**config.mk**
```make
export PLATFORM = sky130hd
export DESIGN_NAME = dunc16_sequencer
export DESIGN_NICKNAME = d
export VERILOG_FILES = /design/src/rtl/dunc16_sequencer.sv
export SDC_FILE = /design/constraint.sdc
export NUM_CORES = 1
export LEC_CHECK = 0
export BUFFER_PORTS_ARGS = -buffer_cell sky130_fd_sc_hd__buf_2
export CORE_AREA = 2 2 39 41
export CTS_CLUSTER_SIZE = 25
export DETAILED_ROUTE_END_ITERATION = 8
export DIE_AREA = 0 0 41 43
export PLACE_DENSITY = 0.67
export SLEW_MARGIN = 0
export SYNTH_ARGS = -nofsm -noshare
export SYNTH_HDL_FRONTEND = slang
export SYNTH_SLANG_ARGS = --single-unit
```
**constraint.sdc**
```tcl
create_clock -name CLK -period 2 [get_ports CLK]
set_clock_uncertainty 0.05 [all_clocks]
set_input_delay 0.4 -clock CLK [delete_from_list [all_inputs] [get_ports CLK]]
set_output_delay 0.4 -clock CLK [all_outputs]
set_load 0.02 [all_outputs]
```
**src/rtl/dunc16_sequencer.sv**
```systemverilog
// DUNC16 control sequencer: HALT plus FETCH/EXECUTE major cycles of four phases,
// decoding register-load strobes and memory requests from state, IR and AN.
module dunc16_sequencer (
  input  logic       CLK,
  input  logic       RESET_N,
  input  logic       RUN,
  input  logic [3:0] IR,
  input  logic       AN,
  input  logic       AZ,
  input  logic       MEM_RDY,
  output logic       T0,
  output logic       T1,
  output logic       T2,
  output logic       T3,
  output logic       FETCH,
  output logic       EXECUTE,
  output logic       EN_MA,
  output logic       EN_MD,
  output logic       EN_PC,
  output logic       EN_AC,
  output logic       EN_IR,
  output logic       EN_LINK,
  output logic       MA_SEL,
  output logic       PC_SEL,
  output logic       AC_SEL,
  output logic       MEM_RD,
  output logic       MEM_WR,
  output logic       HALTED
);

  typedef enum logic [3:0] {
    S_HALT, S_F0, S_F1, S_F2, S_F3, S_E0, S_E1, S_E2, S_E3
  } state_e;

  typedef enum logic [3:0] {
    OP_LDA = 4'h0, OP_STA = 4'h1, OP_ADD = 4'h2, OP_BAN = 4'h3,
    OP_JMP = 4'h4, OP_BL  = 4'h5, OP_HLT = 4'hF
  } op_e;

  state_e state_q, state_d;
  logic   mem_op;
  logic   unused_az;

  // AZ is part of the datapath interface but no current opcode branches on it.
  assign unused_az = AZ;
  assign mem_op    = (IR == OP_LDA) || (IR == OP_ADD) || (IR == OP_STA);

  always_ff @(posedge CLK or negedge RESET_N) begin
    if (!RESET_N) state_q <= S_HALT;
    else          state_q <= state_d;
  end

  always_comb begin
    state_d = state_q;
    case (state_q)
      S_HALT:  if (RUN) state_d = S_F0;
      S_F0:    state_d = S_F1;
      S_F1:    if (MEM_RDY) state_d = S_F2;
      S_F2:    state_d = S_F3;
      S_F3:    state_d = S_E0;
      S_E0:    state_d = (IR == OP_HLT) ? S_HALT : S_E1;
      S_E1:    if (MEM_RDY || !mem_op) state_d = S_E2;
      S_E2:    state_d = S_E3;
      S_E3:    state_d = S_F0;
      default: state_d = S_HALT;
    endcase
  end

  always_comb begin
    HALTED  = 1'b0;
    T0      = 1'b0;
    T1      = 1'b0;
    T2      = 1'b0;
    T3      = 1'b0;
    FETCH   = 1'b0;
    EXECUTE = 1'b0;
    EN_MA   = 1'b0;
    EN_MD   = 1'b0;
    EN_PC   = 1'b0;
    EN_AC   = 1'b0;
    EN_IR   = 1'b0;
    EN_LINK = 1'b0;
    MA_SEL  = 1'b0;
    PC_SEL  = 1'b0;
    AC_SEL  = 1'b0;
    MEM_RD  = 1'b0;
    MEM_WR  = 1'b0;
    case (state_q)
      S_HALT: HALTED = 1'b1;
      S_F0: begin
        FETCH = 1'b1; T0 = 1'b1;
        EN_MA = 1'b1;
      end
      S_F1: begin
        FETCH = 1'b1; T1 = 1'b1;
        MEM_RD = 1'b1;
      end
      S_F2: begin
        FETCH = 1'b1; T2 = 1'b1;
        EN_MD = 1'b1; EN_PC = 1'b1;
      end
      S_F3: begin
        FETCH = 1'b1; T3 = 1'b1;
        EN_IR = 1'b1; EN_MA = 1'b1; MA_SEL = 1'b1;
      end
      S_E0: begin
        EXECUTE = 1'b1; T0 = 1'b1;
        if ((IR == OP_JMP) || ((IR == OP_BAN) && AN)) begin
          EN_PC  = 1'b1;
          PC_SEL = 1'b1;
        end
        if (IR == OP_BL) EN_LINK = 1'b1;
      end
      S_E1: begin
        EXECUTE = 1'b1; T1 = 1'b1;
        MEM_RD  = (IR == OP_LDA) || (IR == OP_ADD);
        MEM_WR  = (IR == OP_STA);
        if (IR == OP_BL) begin
          EN_PC  = 1'b1;
          PC_SEL = 1'b1;
        end
      end
      S_E2: begin
        EXECUTE = 1'b1; T2 = 1'b1;
        EN_MD   = (IR == OP_LDA) || (IR == OP_ADD);
      end
      S_E3: begin
        EXECUTE = 1'b1; T3 = 1'b1;
        EN_AC   = (IR == OP_LDA) || (IR == OP_ADD);
        AC_SEL  = (IR == OP_ADD);
      end
      default: HALTED = 1'b0;
    endcase
  end

endmodule
```
==> impl_metrics.yaml, run 1 <==
setup_path:
  r2r_setup_slack_ns: 0.52
  r2r-start: "state_q[3]"
  worst-setup-path-type: "reg2out"
  r2r.worst_path.cells: 4
  crit_path_start: "state_q[0]"
  rr_endpoint: "state_q[0]"
  end_kind: "output port"
  cp_max_fo: 4
  arrival_ns: 1.50
  cp-start-kind: "flop"
  required_ns: 1.55
final_layout:
  final_nets: 102
  final_cell_mix: "buf_2, buf_4, nor3_1, nor2_1"
  top_register: "state_q"
  reg_top3: "state_q: 4 flops"
  final_util_pct: 48.7
  largest_reg_flops: 4
  synthToLayoutAreaGrowth_pct: 44.1
  final_layout_size_suffix_gt1_share_pct: 48.9
  layout_commonest_cell: "buf_2"
  diodes: 0
route:
  drt_first_iter_violations: 4
  finalWirelength_um: 1200
  drc: 0
  vias_per_cell: 5.17
  ant_nets: 0
  wire_per_inst_um: 11.3
  vias: 548
  first_pass_iters: 4
power:
  power.density_mw_per_mm2: 1730
  p_leak_nw: 0.329
  peakVddDrop_uv: 466
  total_power_mw: 1.17
job:
  max_cap_viol_count: 0
cts:
  root_buffer: "clkbuf_4"
  cts_tree: "done"
  clock_sinks: 4
  htreeDepth: 1
  cts.clk_slew.worst_paths_ns: 0.04
  cts_buffers: 3
  clkLatencyLatePin_ns: 0.24
  clockBufferDepth: 2
min_path:
  min_to: "state_q[0]"
  hold_start: "MEM_RDY"
  hp-class: "in2reg"
  hold_depth: 3
synth:
  synth_fa_ha_area_share_pct: 0
  synth_top_family_by_area: "simple AND/OR/NAND/NOR gates"
  synth_xor_xnor_area_share_pct: 5.61
  yosys_warnings: 0
  yosys.area_share.simple_pct: 42.0
  synth.avg_cell_area_um2: 8.07
  synth_cell_type_count: 32
  syn_nets: 68
  yosys-mux-area-fraction_pct: 0
  syn-instance-count: 58
  synth_compound_area_share_pct: 17.4
  syn_area_um2: 468
  ys_seq_area_share_pct: 21.4
  ys_ff_latch: 4
place:
  io_buffers: 26
  gp_congestion: 0.767
  dpl.hpwl_um: 906
floorplan:
  die_height_um: 43
  row_count: 14
  dieArea_mm2: 0.00176
  pin_count: 28
  start_util_pct: 33.8
  coreArea_mm2: 0.00138
  die_x_um: 41
timing:
  setup_viol: 0
  slew_headroom_pct: 81.8
  tightest_slew_ns: 0.273
  final_hold_viol_count: 0
  rsz0062_at_grt: "no"
  holdWs_ns: 0.359
  fin_crit_ns: 1.95
  layout_worst_path_cycle_share_pct: 97.5
  max_freq_mhz: 513
  tns_ns: 0
  finalMaxSlewViolations: 0
grt:
  overflow: 0
  grt_max_degree: 13
  grt_pass1_vias: 464
  antenna_found_initial: 0
  grt_pass1_wl_um: 1770
  grt_use_total_pct: 15.3
outcome:
  run_status: "finished clean"
-- critical path, cell delays in order (launching register included) --
cell and delay (ns):
dfrtp_1 0.36, or2b_1 0.29, a211o_1 0.27, a31oi_2 0.17
buf_4 0.16
-- layout make-up --
type	count	area (um2)
Tap cell	16	20.0
Clock buffer	3	22.5
Fill cell	148	709
Timing Repair Buffer	35	203
Inverter	2	7.51
Sequential cell	4	101
Multi-Input combinational cell	46	320
-- how the worst max path moves through the flow --
stage	end	slack [ns]	cells past startpoint
after floorplan	MA_SEL	0.11	4
after global placement	EN_PC	0.06	5
after detailed placement	EN_PC	0.05	5
after CTS	EN_PC	0.005	4
after global routing	EN_PC	0.0004	4
final	EN_PC	0.05	4
-- report_power, final --
part / switching [mW] / internal, mW / leakage, nW
sequential: 0.0652 / 0.121 / 0.0486
clock: 0.0352 / 0.0672 / 0.0138
combinational: 0.517 / 0.362 / 0.267
-- metal layers --
| metal | up-vias | GRT usage [%] | wire length (um) |
|---|---|---|---|
| li1 | 277 | - | - |
| met1 | 247 | 15.6 | 507 |
| met2 | 21 | 24.7 | 595 |
| met3 | 3 | 3.66 | 71 |
| met4 | 0 | 12.0 | 25 |
| met5 | - | 0 | 0 |
-- timing repair --
item,in CTS,in global routing
pin swaps,0,1
gates resized for setup,1,5
buffers inserted,0,2
hold buffers,1,0
setup endpoints to repair,1,7
hold endpoints to repair,4,0
-- cells in the mapped netlist --
cell type  n  area (um2)
a211o_1    1        8.76
inv_1      2        7.51
xnor2_1    3        26.3
nor2_1     6        22.5
nor4_1     3        18.8
or2b_1     1        7.51
buf_4      1        7.51
nand2_1    2        7.51
nand4_1    1        6.26
buf_6      4        45.0
and2_1     1        6.26
a21o_1     1        7.51
and4_1     1        8.76
o22ai_1    1        6.26
and4bb_2   1        12.5
o21ai_0    1        5.00
a21oi_1    2        10.0
or3b_1     1        8.76
dfrtp_1    4         100
clkbuf_1   1        3.75
nand4b_1   1        8.76
a31oi_1    1        6.26
or4_1      1        7.51
nand2b_1   4        25.0
nor3b_1    1        7.51
o31a_2     1        10.0
nor3_1     6        30.0
a211oi_1   1        7.51
nand3b_1   1        7.51
nand4bb_1  1        11.3
o21bai_1   1        7.51
a31oi_2    1        12.5
-- kinds of logic after synthesis --
kind of cell	Yosys count
simple gates	32
buf+inv	8
compound gates	11
xor+xnor	3
flops	4
-- per-stage QoR --
step | area [um2] | std cells | setup slack, ns
6_report | 674 | 106 | 0.0500
5_1_grt | 674 | 106 | 0.000367
4_1_cts | 642 | 104 | 0.00473
3_5_place_dp | 607 | 100 | 0.0451
3_3_place_gp | 607 | 100 | 0.0567
2_1_floorplan | 468 | 58 | 0.107
Power figures use the tool's default switching activity.
==> inputs of run 2 (changes only) <==
- SETUP_SLACK_MARGIN: not set -> 0.1
==> run 2 against run 1 <==
Via count up 2.0%. Routed wire length up 6.0%. Register-to-register slack better by 0.03 ns. Total power up 3.2%. Critical endpoint unchanged.
==> impl_metrics.yaml, run 2 (synthesis gave the netlist of run 1 again) <==
outcome:
  run_status: "finished clean"
min_path:
  min_to: "state_q[0]"
  hp-class: "in2reg"
  hold_start: "MEM_RDY"
  hold_depth: 3
timing:
  slew_headroom_pct: 83.6
  max_freq_mhz: 515
  tightest_slew_ns: 0.244
  final_hold_viol_count: 0
  rsz0062_at_grt: "yes"
  setup_viol: 0
  finalMaxSlewViolations: 0
  tns_ns: 0
  fin_crit_ns: 1.94
  layout_worst_path_cycle_share_pct: 97.1
route:
  first_pass_iters: 5
  ant_nets: 0
  vias_per_cell: 5.27
  wire_per_inst_um: 12.0
  vias: 559
  drc: 0
  finalWirelength_um: 1270
  drt_first_iter_violations: 12
setup_path:
  required_ns: 1.55
  rr_endpoint: "state_q[0]"
  end_kind: "output port"
  r2r.worst_path.cells: 4
  r2r_setup_slack_ns: 0.55
  max_stage_delay_ns: 0.36
  cp_max_fo: 2
  cp_slowest_cell: "or3b_1"
  crit_path_start: "IR[1]"
  cp-start-kind: "primary input"
  crit_chain: "buf_6 -> or3b_1 -> a211o_1 -> a31oi_2 -> buf_4"
  worst-setup-path-type: "in2out"
  arrival_ns: 1.49
  r2r-start: "state_q[3]"
cts:
  clock_sinks: 4
  clkLatencyLatePin_ns: 0.24
  clockBufferDepth: 2
  cts.clk_slew.worst_paths_ns: 0.04
  cts_tree: "done"
  root_buffer: "clkbuf_4"
  htreeDepth: 1
  cts_buffers: 3
grt:
  grt_max_degree: 13
  grt_pass1_wl_um: 1870
  grt_use_total_pct: 16.2
  overflow: 0
  grt_pass1_vias: 467
  antenna_found_initial: 0
final_layout:
  multiInputGateArea_um2: 342
  final_nets: 102
  fillers: 149
  diodes: 0
  final_layout_size_suffix_gt1_share_pct: 53.3
  layout_commonest_cell: "buf_2"
  final_cell_mix: "buf_2, buf_4, nor2_1, nor3_1"
  reg_top3: "state_q: 4 flops"
  seqCellArea_um2: 103
  layout.cells.non_filler: 106
  top_register: "state_q"
  synthToLayoutAreaGrowth_pct: 51.9
  largest_reg_flops: 4
place:
  gp_congestion: 0.767
  io_buffers: 26
  dp_cells: 100
  dpl.hpwl_um: 906
power:
  p_sw_share_pct: 53.3
  clockPowerShare_pct: 8.5
  peakVddDrop_uv: 421
  power_frac_comb_pct: 75.6
  p_leak_nw: 0.335
  seq_power_share_pct: 15.8
  p_sw_uw: 641
  power.density_mw_per_mm2: 1690
  p_int_uw: 563
floorplan:
  pin_count: 28
  die_x_um: 41
  row_count: 14
  start_util_pct: 33.8
  dieArea_mm2: 0.00176
  coreArea_mm2: 0.00138
  die_height_um: 43
job:
  max_cap_viol_count: 0
[run 2: power groups by stage]
stage                     Combinational [mW]  Clock, mW  Sequential (mW)
after floorplan                        0.686          0            0.139
after global placement                 0.807          0            0.183
after detailed placement               0.814          0            0.186
after CTS                              0.871      0.104            0.188
after global routing                   0.985      0.110            0.200
final                                  0.911      0.103            0.191
[run 2: cell type report]
type	count	share of cell area, %
flip-flops and latches	4	14.4
clock buffers	3	3.17
inverters	2	1.06
multi-input cells	46	48.1
repair buffers	35	30.5
well taps	16	2.82
[run 2: metal layers]
metal,global-route usage [%],part of all wire [%],vias up
li1,-,-,276
met1,18.2,42,257
met2,25.0,51,23
met3,3.66,5.7,3
met4,12.0,1.7,0
met5,0,0,-
[run 2: worst max-delay path by stage]
stage               depth (start not counted)  slack (ns)     end
CTS                                         5        0.06   EN_PC
finish                                      5        0.06   EN_PC
global route                                4        0.02   EN_PC
detailed placement                          5        0.05   EN_PC
global placement                            5        0.06   EN_PC
floorplan                                   4        0.11  MA_SEL
[run 2: repair_timing]
action                     in CTS  in global routing
setup endpoints to repair       6                  7
setup buffers                   1                  1
resized for setup               7                  8
pin swaps                       2                  2
hold buffers                    1                  0
hold endpoints to repair        4                  0
[run 2: stage by stage]
step	total power, mW	area (um2)	util, %	hold WS [ns]	setup slack [ns]
6_report	1.20	711	51.4	0.360	0.0583
5_1_grt	1.29	711	51.4	0.363	0.0201
4_1_cts	1.16	669	48.4	0.361	0.0555
3_5_place_dp	1.00	607	43.9	0.157	0.0451
3_3_place_gp	0.990	607	43.9	0.155	0.0567
2_1_floorplan	0.825	468	-	0.0544	0.107
[run 2: worst max-delay path, delay by kind of cell]
kind            cells  cell delay, ns
buf+inv             2            0.25
simple gates        1            0.36
compound gates      2            0.48
==> inputs of run 3 (changes only) <==
- MAX_ROUTING_LAYER: not set -> met4
==> run 3 against run 2 <==
Register-to-register slack about the same. Via count fell by 0.18%. Largest power group unchanged. Final cell count unchanged. Critical path depth unchanged. Maximum frequency increased by 0.37%. Flip-flop and latch count unchanged. Non-clock buffer count unchanged.
==> impl_metrics.yaml, run 3 (synthesis gave the netlist of run 1 again) <==
final_layout:
  final_cell_mix: "buf_2, buf_4, nor2_1, nor3_1"
  largest_reg_flops: 4
  layout_commonest_cell: "buf_2"
  synthToLayoutAreaGrowth_pct: 51.9
  fillers: 149
  diodes: 0
  final_util_pct: 51.4
  final_cell_area_um2: 711
  top_register: "state_q"
  final_layout_size_suffix_gt1_share_pct: 53.3
  reg_top3: "state_q: 4 flops"
  layout.cells.non_filler: 106
  final_nets: 102
floorplan:
  die_x_um: 41
  coreArea_mm2: 0.00138
  pin_count: 28
  dieArea_mm2: 0.00176
  die_height_um: 43
  start_util_pct: 33.8
  row_count: 14
power:
  peakVddDrop_uv: 423
  power.density_mw_per_mm2: 1700
  p_leak_nw: 0.335
timing:
  setup_viol: 0
  finalMaxSlewViolations: 0
  holdWs_ns: 0.359
  slew_headroom_pct: 83.3
  layout_worst_path_cycle_share_pct: 96.7
  max_freq_mhz: 517
  tightest_slew_ns: 0.247
  tns_ns: 0
  final_hold_viol_count: 0
  fin_crit_ns: 1.93
  rsz0062_at_grt: "yes"
place:
  gp_congestion: 0.777
  dp_cells: 100
  dpl.hpwl_um: 906
  place_area_um2: 607
  io_buffers: 26
route:
  vias: 558
  vias_per_cell: 5.26
  drc: 0
  wire_per_inst_um: 12.1
  first_pass_iters: 4
  ant_nets: 0
  finalWirelength_um: 1280
  drt_first_iter_violations: 16
cts:
  cts_tree: "done"
  clock_sinks: 4
  clkLatencyLatePin_ns: 0.24
  htreeDepth: 1
  clockBufferDepth: 2
  cts_buffers: 3
  root_buffer: "clkbuf_4"
  cts.clk_slew.worst_paths_ns: 0.04
grt:
  grt_use_total_pct: 16.6
  grt_max_degree: 13
  grt_pass1_wl_um: 1870
  overflow: 0
  grt_pass1_vias: 467
  antenna_found_initial: 0
setup_path:
  arrival_ns: 1.48
  required_ns: 1.55
  end_kind: "output port"
  cp-start-kind: "primary input"
  cp_max_fo: 2
  worst-setup-path-type: "in2out"
min_path:
  hp-class: "in2reg"
outcome:
  run_status: "finished clean"
job:
  max_cap_viol_count: 0
## run 3: cell counts in the layout (fill, tap and decap cells not counted)
Identical to the previous run, type by type.
## run 3: path summary, 6_finish.rpt
path	slack, ns	cells after the start	start	to
setup reg to reg	0.55	4	state_q[3]	state_q[0]
setup / recovery	0.07	5	IR[1]	EN_PC
hold reg to reg	0.48	1	state_q[3]	state_q[1]
max in group asynchronous	1.33	2	RESET_N	state_q[3]
hold / removal	0.36	3	MEM_RDY	state_q[0]
min in group asynchronous	0.43	2	RESET_N	state_q[1]
## run 3: layout make-up
type                            instances  area, um2  area share (%)
Sequential cell                         4        103            14.4
Multi-Input combinational cell         46        342            48.1
Inverter                                2       7.51            1.06
Timing Repair Buffer                   35        216            30.5
Tap cell                               16       20.0            2.82
Clock buffer                            3       22.5            3.17
## run 3: power breakdown
group          switching [mW]  internal, mW  leakage (nW)  total (mW)
registers              0.0692         0.123        0.0471       0.192
clock network          0.0376        0.0674        0.0138       0.105
logic                   0.537         0.373         0.274       0.910
## run 3: what timing repair did
item | CTS | global route
pin swaps | 2 | 2
hold buffers | 1 | 0
resized for setup | 7 | 8
setup endpoints to repair | 6 | 7
setup buffers | 1 | 1
cloned | 0 | 0
endpoints found under the hold margin | 4 | 0
## run 3: metrics by stage
stage	total power, mW	setup slack (ns)
2_1_floorplan	0.825	0.107
3_3_place_gp	0.990	0.0567
3_5_place_dp	1.00	0.0451
4_1_cts	1.16	0.0555
5_1_grt	1.29	0.0201
6_report	1.21	0.0655
## run 3: worst max-delay path, cell delays in order
cell	delay [ns]
buf_6	0.09
or3b_1	0.36
a211o_1	0.30
a31oi_2	0.17
buf_4	0.16
## run 3: routing by layer
| metal | GRT usage, % | vias to the layer above | part of all wire (%) |
|---|---|---|---|
| li1 | - | 275 | - |
| met1 | 18.5 | 254 | 42 |
| met2 | 25.0 | 27 | 49 |
| met3 | 3.14 | 2 | 7.2 |
| met4 | 12.0 | 0 | 1.0 |
| met5 | - | - | 0 |
